`src/rtl/clock_sequencer.sv`:
```
// Drives the clock generator ENABLE: post-reset warm-up, then free-run, fixed-length burst or single step.
// All outputs are registered; STATE exposes the FSM for debug and checkers.
module clock_sequencer #(
  parameter int CNT_W  = 8,
  parameter int WARMUP = 4,
  parameter int CYC_W  = 16
) (
  input  logic             CLOCK,
  input  logic             nRESET,
  input  logic             RUN,
  input  logic             HALT,
  input  logic             STEP,
  input  logic             BURST_START,
  input  logic [CNT_W-1:0] BURST_LEN,
  output logic             ENABLE,
  output logic             BUSY,
  output logic             DONE,
  output logic             READY,
  output logic [2:0]       STATE,
  output logic [CYC_W-1:0] CYCLES
);

  typedef enum logic [2:0] {
    S_WARM  = 3'd0,
    S_IDLE  = 3'd1,
    S_RUN   = 3'd2,
    S_BURST = 3'd3,
    S_STEP  = 3'd4
  } state_t;

  localparam int WARM_W = (WARMUP > 1) ? $clog2(WARMUP) : 1;

  state_t             state_q, state_d;
  logic [CNT_W-1:0]   cnt_q, cnt_d;
  logic [WARM_W-1:0]  warm_q, warm_d;
  logic               enable_q, enable_d;
  logic               done_q, done_d;
  logic               ready_q, ready_d;
  logic [CYC_W-1:0]   cycles_q, cycles_d;
  logic               warm_last;

  // WARMUP of 0 or 1 both leave WARM on the first edge after release.
  assign warm_last = (WARMUP <= 1) || (warm_q == WARM_W'(WARMUP - 1));

  // Commands are single-cycle pulses (RUN is a level) sampled only in IDLE,
  // except RUN/HALT which are also watched in RUN and HALT in BURST.
  // Nothing is queued: a pulse not acted on in its sampling cycle is lost.
  always_comb begin
    state_d  = state_q;
    cnt_d    = cnt_q;
    warm_d   = warm_q;
    done_d   = 1'b0;
    ready_d  = ready_q;
    cycles_d = cycles_q;

    if (enable_q && (cycles_q != {CYC_W{1'b1}})) begin
      cycles_d = cycles_q + 1'b1;
    end

    case (state_q)
      S_WARM: begin
        if (warm_last) begin
          state_d = S_IDLE;
          ready_d = 1'b1;
        end else begin
          warm_d = warm_q + 1'b1;
        end
      end
      S_IDLE: begin
        if (HALT) begin
          state_d = S_IDLE;
        end else if (STEP) begin
          state_d = S_STEP;
        end else if (BURST_START) begin
          if (BURST_LEN == '0) begin
            // Zero-length burst completes at once; merged if a DONE is already showing.
            done_d = ~done_q;
          end else begin
            state_d = S_BURST;
            cnt_d   = BURST_LEN;
          end
        end else if (RUN) begin
          state_d = S_RUN;
        end
      end
      S_RUN: begin
        if (!RUN || HALT) begin
          state_d = S_IDLE;
        end
      end
      S_BURST: begin
        if (HALT) begin
          state_d = S_IDLE;
          cnt_d   = '0;
        end else if (cnt_q == CNT_W'(1)) begin
          state_d = S_IDLE;
          cnt_d   = '0;
          done_d  = 1'b1;
        end else begin
          cnt_d = cnt_q - 1'b1;
        end
      end
      S_STEP: begin
        state_d = S_IDLE;
        done_d  = 1'b1;
      end
      default: begin
        state_d = S_WARM;
      end
    endcase

    enable_d = (state_d == S_RUN) || (state_d == S_BURST) || (state_d == S_STEP);
  end

  always_ff @(posedge CLOCK or negedge nRESET) begin
    if (!nRESET) begin
      state_q  <= S_WARM;
      cnt_q    <= '0;
      warm_q   <= '0;
      enable_q <= 1'b0;
      done_q   <= 1'b0;
      ready_q  <= 1'b0;
      cycles_q <= '0;
    end else begin
      state_q  <= state_d;
      cnt_q    <= cnt_d;
      warm_q   <= warm_d;
      enable_q <= enable_d;
      done_q   <= done_d;
      ready_q  <= ready_d;
      cycles_q <= cycles_d;
    end
  end

  assign ENABLE = enable_q;
  assign BUSY   = enable_q;
  assign DONE   = done_q;
  assign READY  = ready_q;
  assign STATE  = state_q;
  assign CYCLES = cycles_q;

endmodule

```
`config.mk`:
```
export PLATFORM = sky130hd
export DESIGN_NAME = clock_sequencer
export DESIGN_NICKNAME = d
export VERILOG_FILES = /design/src/rtl/clock_sequencer.sv
export SDC_FILE = /design/constraint.sdc
export NUM_CORES = 1
export LEC_CHECK = 0
export CAP_MARGIN = 10
export CORE_MARGIN = 3
export CORE_UTILIZATION = 30
export CTS_BUF_LIST = sky130_fd_sc_hd__clkbuf_8
export DETAILED_ROUTE_END_ITERATION = 8
export PLACE_DENSITY_LB_ADDON = 0.2
export SLEW_MARGIN = 20
export SYNTH_ARGS = -nofsm -noshare
export SYNTH_HDL_FRONTEND = slang
export SYNTH_SLANG_ARGS = --single-unit
```
`constraint.sdc`:
```
create_clock -name CLOCK -period 2.2 [get_ports CLOCK]
set_input_delay 0.33 -clock CLOCK [delete_from_list [all_inputs] [get_ports CLOCK]]
set_output_delay 0.33 -clock CLOCK [all_outputs]
set_load 0.1 [all_outputs]
```
# Word level (Yosys, flattened, before mapping)
# Index checks and enable logic that the tools add are counted.
[totals]
latch_bits = 0
romBits = 0
mem_bits_rw = 0
memories = 0
reg_bits = 32
[op_classes]
n_mux = 24
reduce_logical = 11
add_sub_neg = 3
multipliers = 0
eq_ne = 14
n_shift = 0
n_bitwise = 2
n_div = 0
magnitude_cmp = 0
[ops]
columns = ["operator", "n"]
rows = [
  ["2-to-1 mux 8 bit", 6],
  ["2-to-1 mux 3 bit", 9],
  ["adder 16 x 1 -> 16 bit (second input constant)", 1],
  ["inequality test 16 bit (second input constant)", 1],
  ["one-hot mux 8 bit (2 select lines)", 1],
  ["one-hot mux 3 bit (5 select lines)", 1],
  ["equality test 3 x 2 -> 1 bit (second input constant)", 4],
  ["equality test 8 x 1 -> 1 bit (second input constant)", 1],
  ["zero test 8 bit", 1],
  ["inequality test 2 bit (second input constant)", 4],
  ["subtractor 8 x 1 -> 8 bit (second input constant)", 1],
  ["equality test 3 bit (second input constant)", 2],
  ["2-to-1 mux 1 bit", 6],
  ["AND reduction 5 bit", 1],
  ["AND reduction 2 bit", 2],
  ["equality test 3 x 1 -> 1 bit (second input constant)", 1],
  ["zero test 3 bit", 1],
  ["logical OR 1 bit", 3],
  ["one-hot mux 1 bit (3 select lines)", 1],
  ["adder 2 x 1 -> 2 bit (second input constant)", 1],
  ["equality test 2 bit (second input constant)", 1],
  ["NOT 1 bit", 2],
  ["nonzero test 2 bit", 1],
  ["logical AND 1 bit", 1],
  ["zero test 1 bit", 1],
]

# Longest topological paths before layout
[depth]
word_depth = 9
depth_mapped = 7
ltp_nobuf = 6

# Worst setup path after synthesis
# No wires, ideal clock.
[synth_path]
path_type = "register -> register"
from = "register state_q[0], in the netlist STATE[0]"
to = "register cnt_q[1]"
setup_ns = 0.127
arrival_time_ns = 2.587
required_time_ns = 2.073
stages_incl_launch_ff = 8
slack_ns = -0.514
path_cell_list = "dfrtp_1 buf_4 or3b_1 buf_2 a2111oi_4 or2_1 buf_4 mux2_1"
[synth_between]
elab_chain_cells = 3
word_cells_on_any_way = 9
classes_between = "eq/ne (6); mux (1); reduce/logical (2)"
[synth_rtl]
columns = ["item", "line_no", "rtl"]
rows = [
  ["start: declaration", "33", "state_t state_q, state_d;"],
  ["start signal: assignment", "125", "state_q <= state_d;"],
  ["equality test 3 x 1 -> 1 bit or equality test 3 x 2 -> 1 bit (tied branches)", "60", "case (state_q)"],
  ["inequality test 2 bit (no source line) or nonzero test 2 bit (tied branches)", "--", ""],
  ["AND reduction 5 bit (no source line)", "--", ""],
  ["end signal: assignment", "126", "cnt_q <= cnt_d;"],
  ["end: declaration", "34", "logic [CNT_W-1:0] cnt_q, cnt_d;"],
]
# Parallel ways exist; a longest one is shown, timed or not.
# A chain may end at the register's enable or synchronous reset.

# Worst setup path in the final report
[layout_path]
from = "input BURST_LEN[4]"
to = "register cnt_q[1]"
[layout_between]
elab_chain_cells = 3
[layout_rtl]
columns = ["item", "line_no", "rtl"]
rows = [
  ["start: declaration", "14", "input logic [CNT_W-1:0] BURST_LEN,"],
  ["zero test 8 bit", "75", "if (BURST_LEN == '0) begin"],
  ["inequality test 2 bit (no source line)", "--", ""],
  ["AND reduction 5 bit (no source line)", "--", ""],
]
# Every way passes these cells.

==> out/metrics.cfg <==
[timing]
min_period_ns=1.86
skew_ns=0.00636
finalWorstSetupSlack_ns=0.338
fmax_ghz=0.537
finalHoldViolCount=0
maxSlewViolCount=0
rsz0062_at_grt=false
tightest_slew_ns=0.602
timing.final.crit_share=0.846
tns_ns=0
maxSlewHeadroom=0.595
setup_viol=0

[placed_design]
place_congestion=0.852
dpl_cell_area_um2=2270
dp_slack_ns=0.0420
hpwlAfterDp_um=3310
port-buffer-count=36
placedCellCount=297

[pwr]
pwr-share-seq=0.358
power.switching_mw=1.35
ir_drop_v=0.000519
p_int_mw=1.38
clockPowerShare=0.157
comb_power_share=0.485
power_density_nw_per_um2=1160
switching_share=0.494
p_leak_nw=0.992

[layout]
final_cell_mix=buf_4 (34), dfrtp_2 (16), dfrtp_1 (15), nand2_1 (14), clkdlybuf4s50_1 (13)
area_growth_pct=29.6
finalInstanceArea_um2=2360
fin_nets=250
antennaDiodeCount=0
seq_area_um2=825
multi_input_area_um2=948
drive_above_1_share=0.279
fin_cells=305
final_common_cell=buf_4
fillers=578

[drt]
drtIter0Drc=84
wl_per_cell_um=14.6
vias=1608
first_pass_iters=4
routed_wl_um=4450
drc=0
via_per_inst=5.27
ant_nets=0

[die]
io_pins=37
start_util=0.320
fp-row-count=27
die_w_um=83.8
die_h_um=83.8
dieArea_um2=7030
core_um2=5680

[grt]
grt_pass1_wl_um=7940
grt-ovfl-total=0
antenna_found_initial=0
grt_use_total=0.138
grt_pass1_vias=1633
grt_max_degree=33

[yosys]
synth_ff_type=dfrtp_1
yosysSeqAreaShare=0.440
synth_warnings=0
avgSynthCellArea_um2=9.77
synth_cells=186
ys_types=49
synth_nets=204
synth_top_area_frac=0.440
synth_edf_count=0
syn_area_um2=1820
synthTopCellsByArea=dfrtp_1 (44%), xnor2_1 (3.4%), a21oi_1 (3.0%)
synth_top_area_cell=dfrtp_1
async_flop_share=1.00
synth-seq-cells=32

[clock_network]
clk_latency_ns=0.28
ctsLongestPathBuffers=2
root_buffer=clkbuf_8
cts_hold_buf=0
cts_resized=0
clk_pin_slew_worst_paths_ns=0.07
cts_tree=built
cts.sinks=32
numCtsBuffers=5
cts_setup_buffers=0
cts_max_level=2

[worst_setup_path]
worstPathMaxFanout=5
cp-start-kind=primary input
worstSetupPathType=primary input to register
critPathArrivalTime_ns=2.03
endpoint_kind=register
required_ns=2.36

[hold_path]
hold_path.class=primary input to asynchronous set/reset pin

[run]
timing.max_cap.violations=0

[run_status]
status=complete, no violations

-- metrics by stage --
stage / utilization / power [mW] / hold slack [ns]
2_1_floorplan: - / 1.98 / 0.0344
3_3_place_gp: 0.401 / 2.31 / 0.462
3_5_place_dp: 0.401 / 2.32 / 0.468
4_1_cts: 0.415 / 2.76 / 0.483
5_1_grt: 0.415 / 2.91 / 0.491
6_report: 0.415 / 2.74 / 0.461
-- final timing paths --
kind / endpoint / slack, ns / cells past startpoint / startpoint
max: cnt_q[1] / 0.34 / 5 / BURST_LEN[4]
min: CYCLES[9] / 0.46 / 2 / nRESET
max reg2reg: cnt_q[1] / 0.36 / 4 / STATE[0]
min reg2reg: READY / 0.48 / 1 / READY
max in group asynchronous: STATE[0] / 1.39 / 2 / nRESET
min in group CLOCK: READY / 0.48 / 1 / READY
-- cell families after synthesis --
kind of cell    after synthesis  share of synthesized area
compound gates               48                      0.188
xor+xnor                     13                     0.0626
fa+ha+maj                     4                     0.0275
buf+inv                      15                     0.0378
flops                        32                      0.440
mux                           3                     0.0186
simple gates                 71                      0.225
-- critical path, stage by stage --
cell and delay [ns]:
clkdlybuf4s50_1 0.45, nor4_2 0.46, a2111oi_4 0.14, or2_1 0.31, mux2_1 0.33
-- power groups by stage --
stage	Sequential (mW)	Combinational, mW	Clock [mW]
3_3_place_gp	0.989	1.32	0
5_1_grt	1.01	1.43	0.471
3_5_place_dp	0.987	1.34	0
2_1_floorplan	1.44	0.541	0
4_1_cts	0.979	1.33	0.451
6_report	0.979	1.33	0.429
-- layout make-up --
class | count | area share
Inverter | 7 | 0.0112
Clock buffer | 5 | 0.0292
Clock inverter | 3 | 0.00531
Timing Repair Buffer | 47 | 0.164
Multi-Input combinational cell | 139 | 0.403
Tap cell | 72 | 0.0382
Sequential cell | 32 | 0.350
-- cells in the mapped netlist (4+ instances only) --
library cell  instances
dfrtp_1              32
inv_1                 7
xnor2_1               7
o22ai_1               6
nor3_1               10
nand2_1              14
ha_1                  4
a21oi_1              11
or3_1                 4
or4_1                 5
xor2_1                6
o21ai_0               7
nand4_1               6
a31oi_1               4
nor2_1                8
clkbuf_1              4
nand3_1               5
-- flip-flops by register name (all words and copies together) (netlist names) --
signal / flops
READY: 1
warm_q: 2
cnt_q: 8
CYCLES: 16
DONE: 1
STATE: 3
BUSY: 1
-- per-layer routing --
layer | routed length, um | vias to the layer above | GRT usage | part of all wire
li1 | - | 795 | - | -
met1 | 2140 | 766 | 0.202 | 0.48
met2 | 2020 | 41 | 0.196 | 0.45
met3 | 235 | 6 | 0.0296 | 0.053
met4 | 57 | 0 | 0.0541 | 0.013
met5 | 0 | - | 0 | 0
Note: power is estimated with default switching activity, not from simulation.
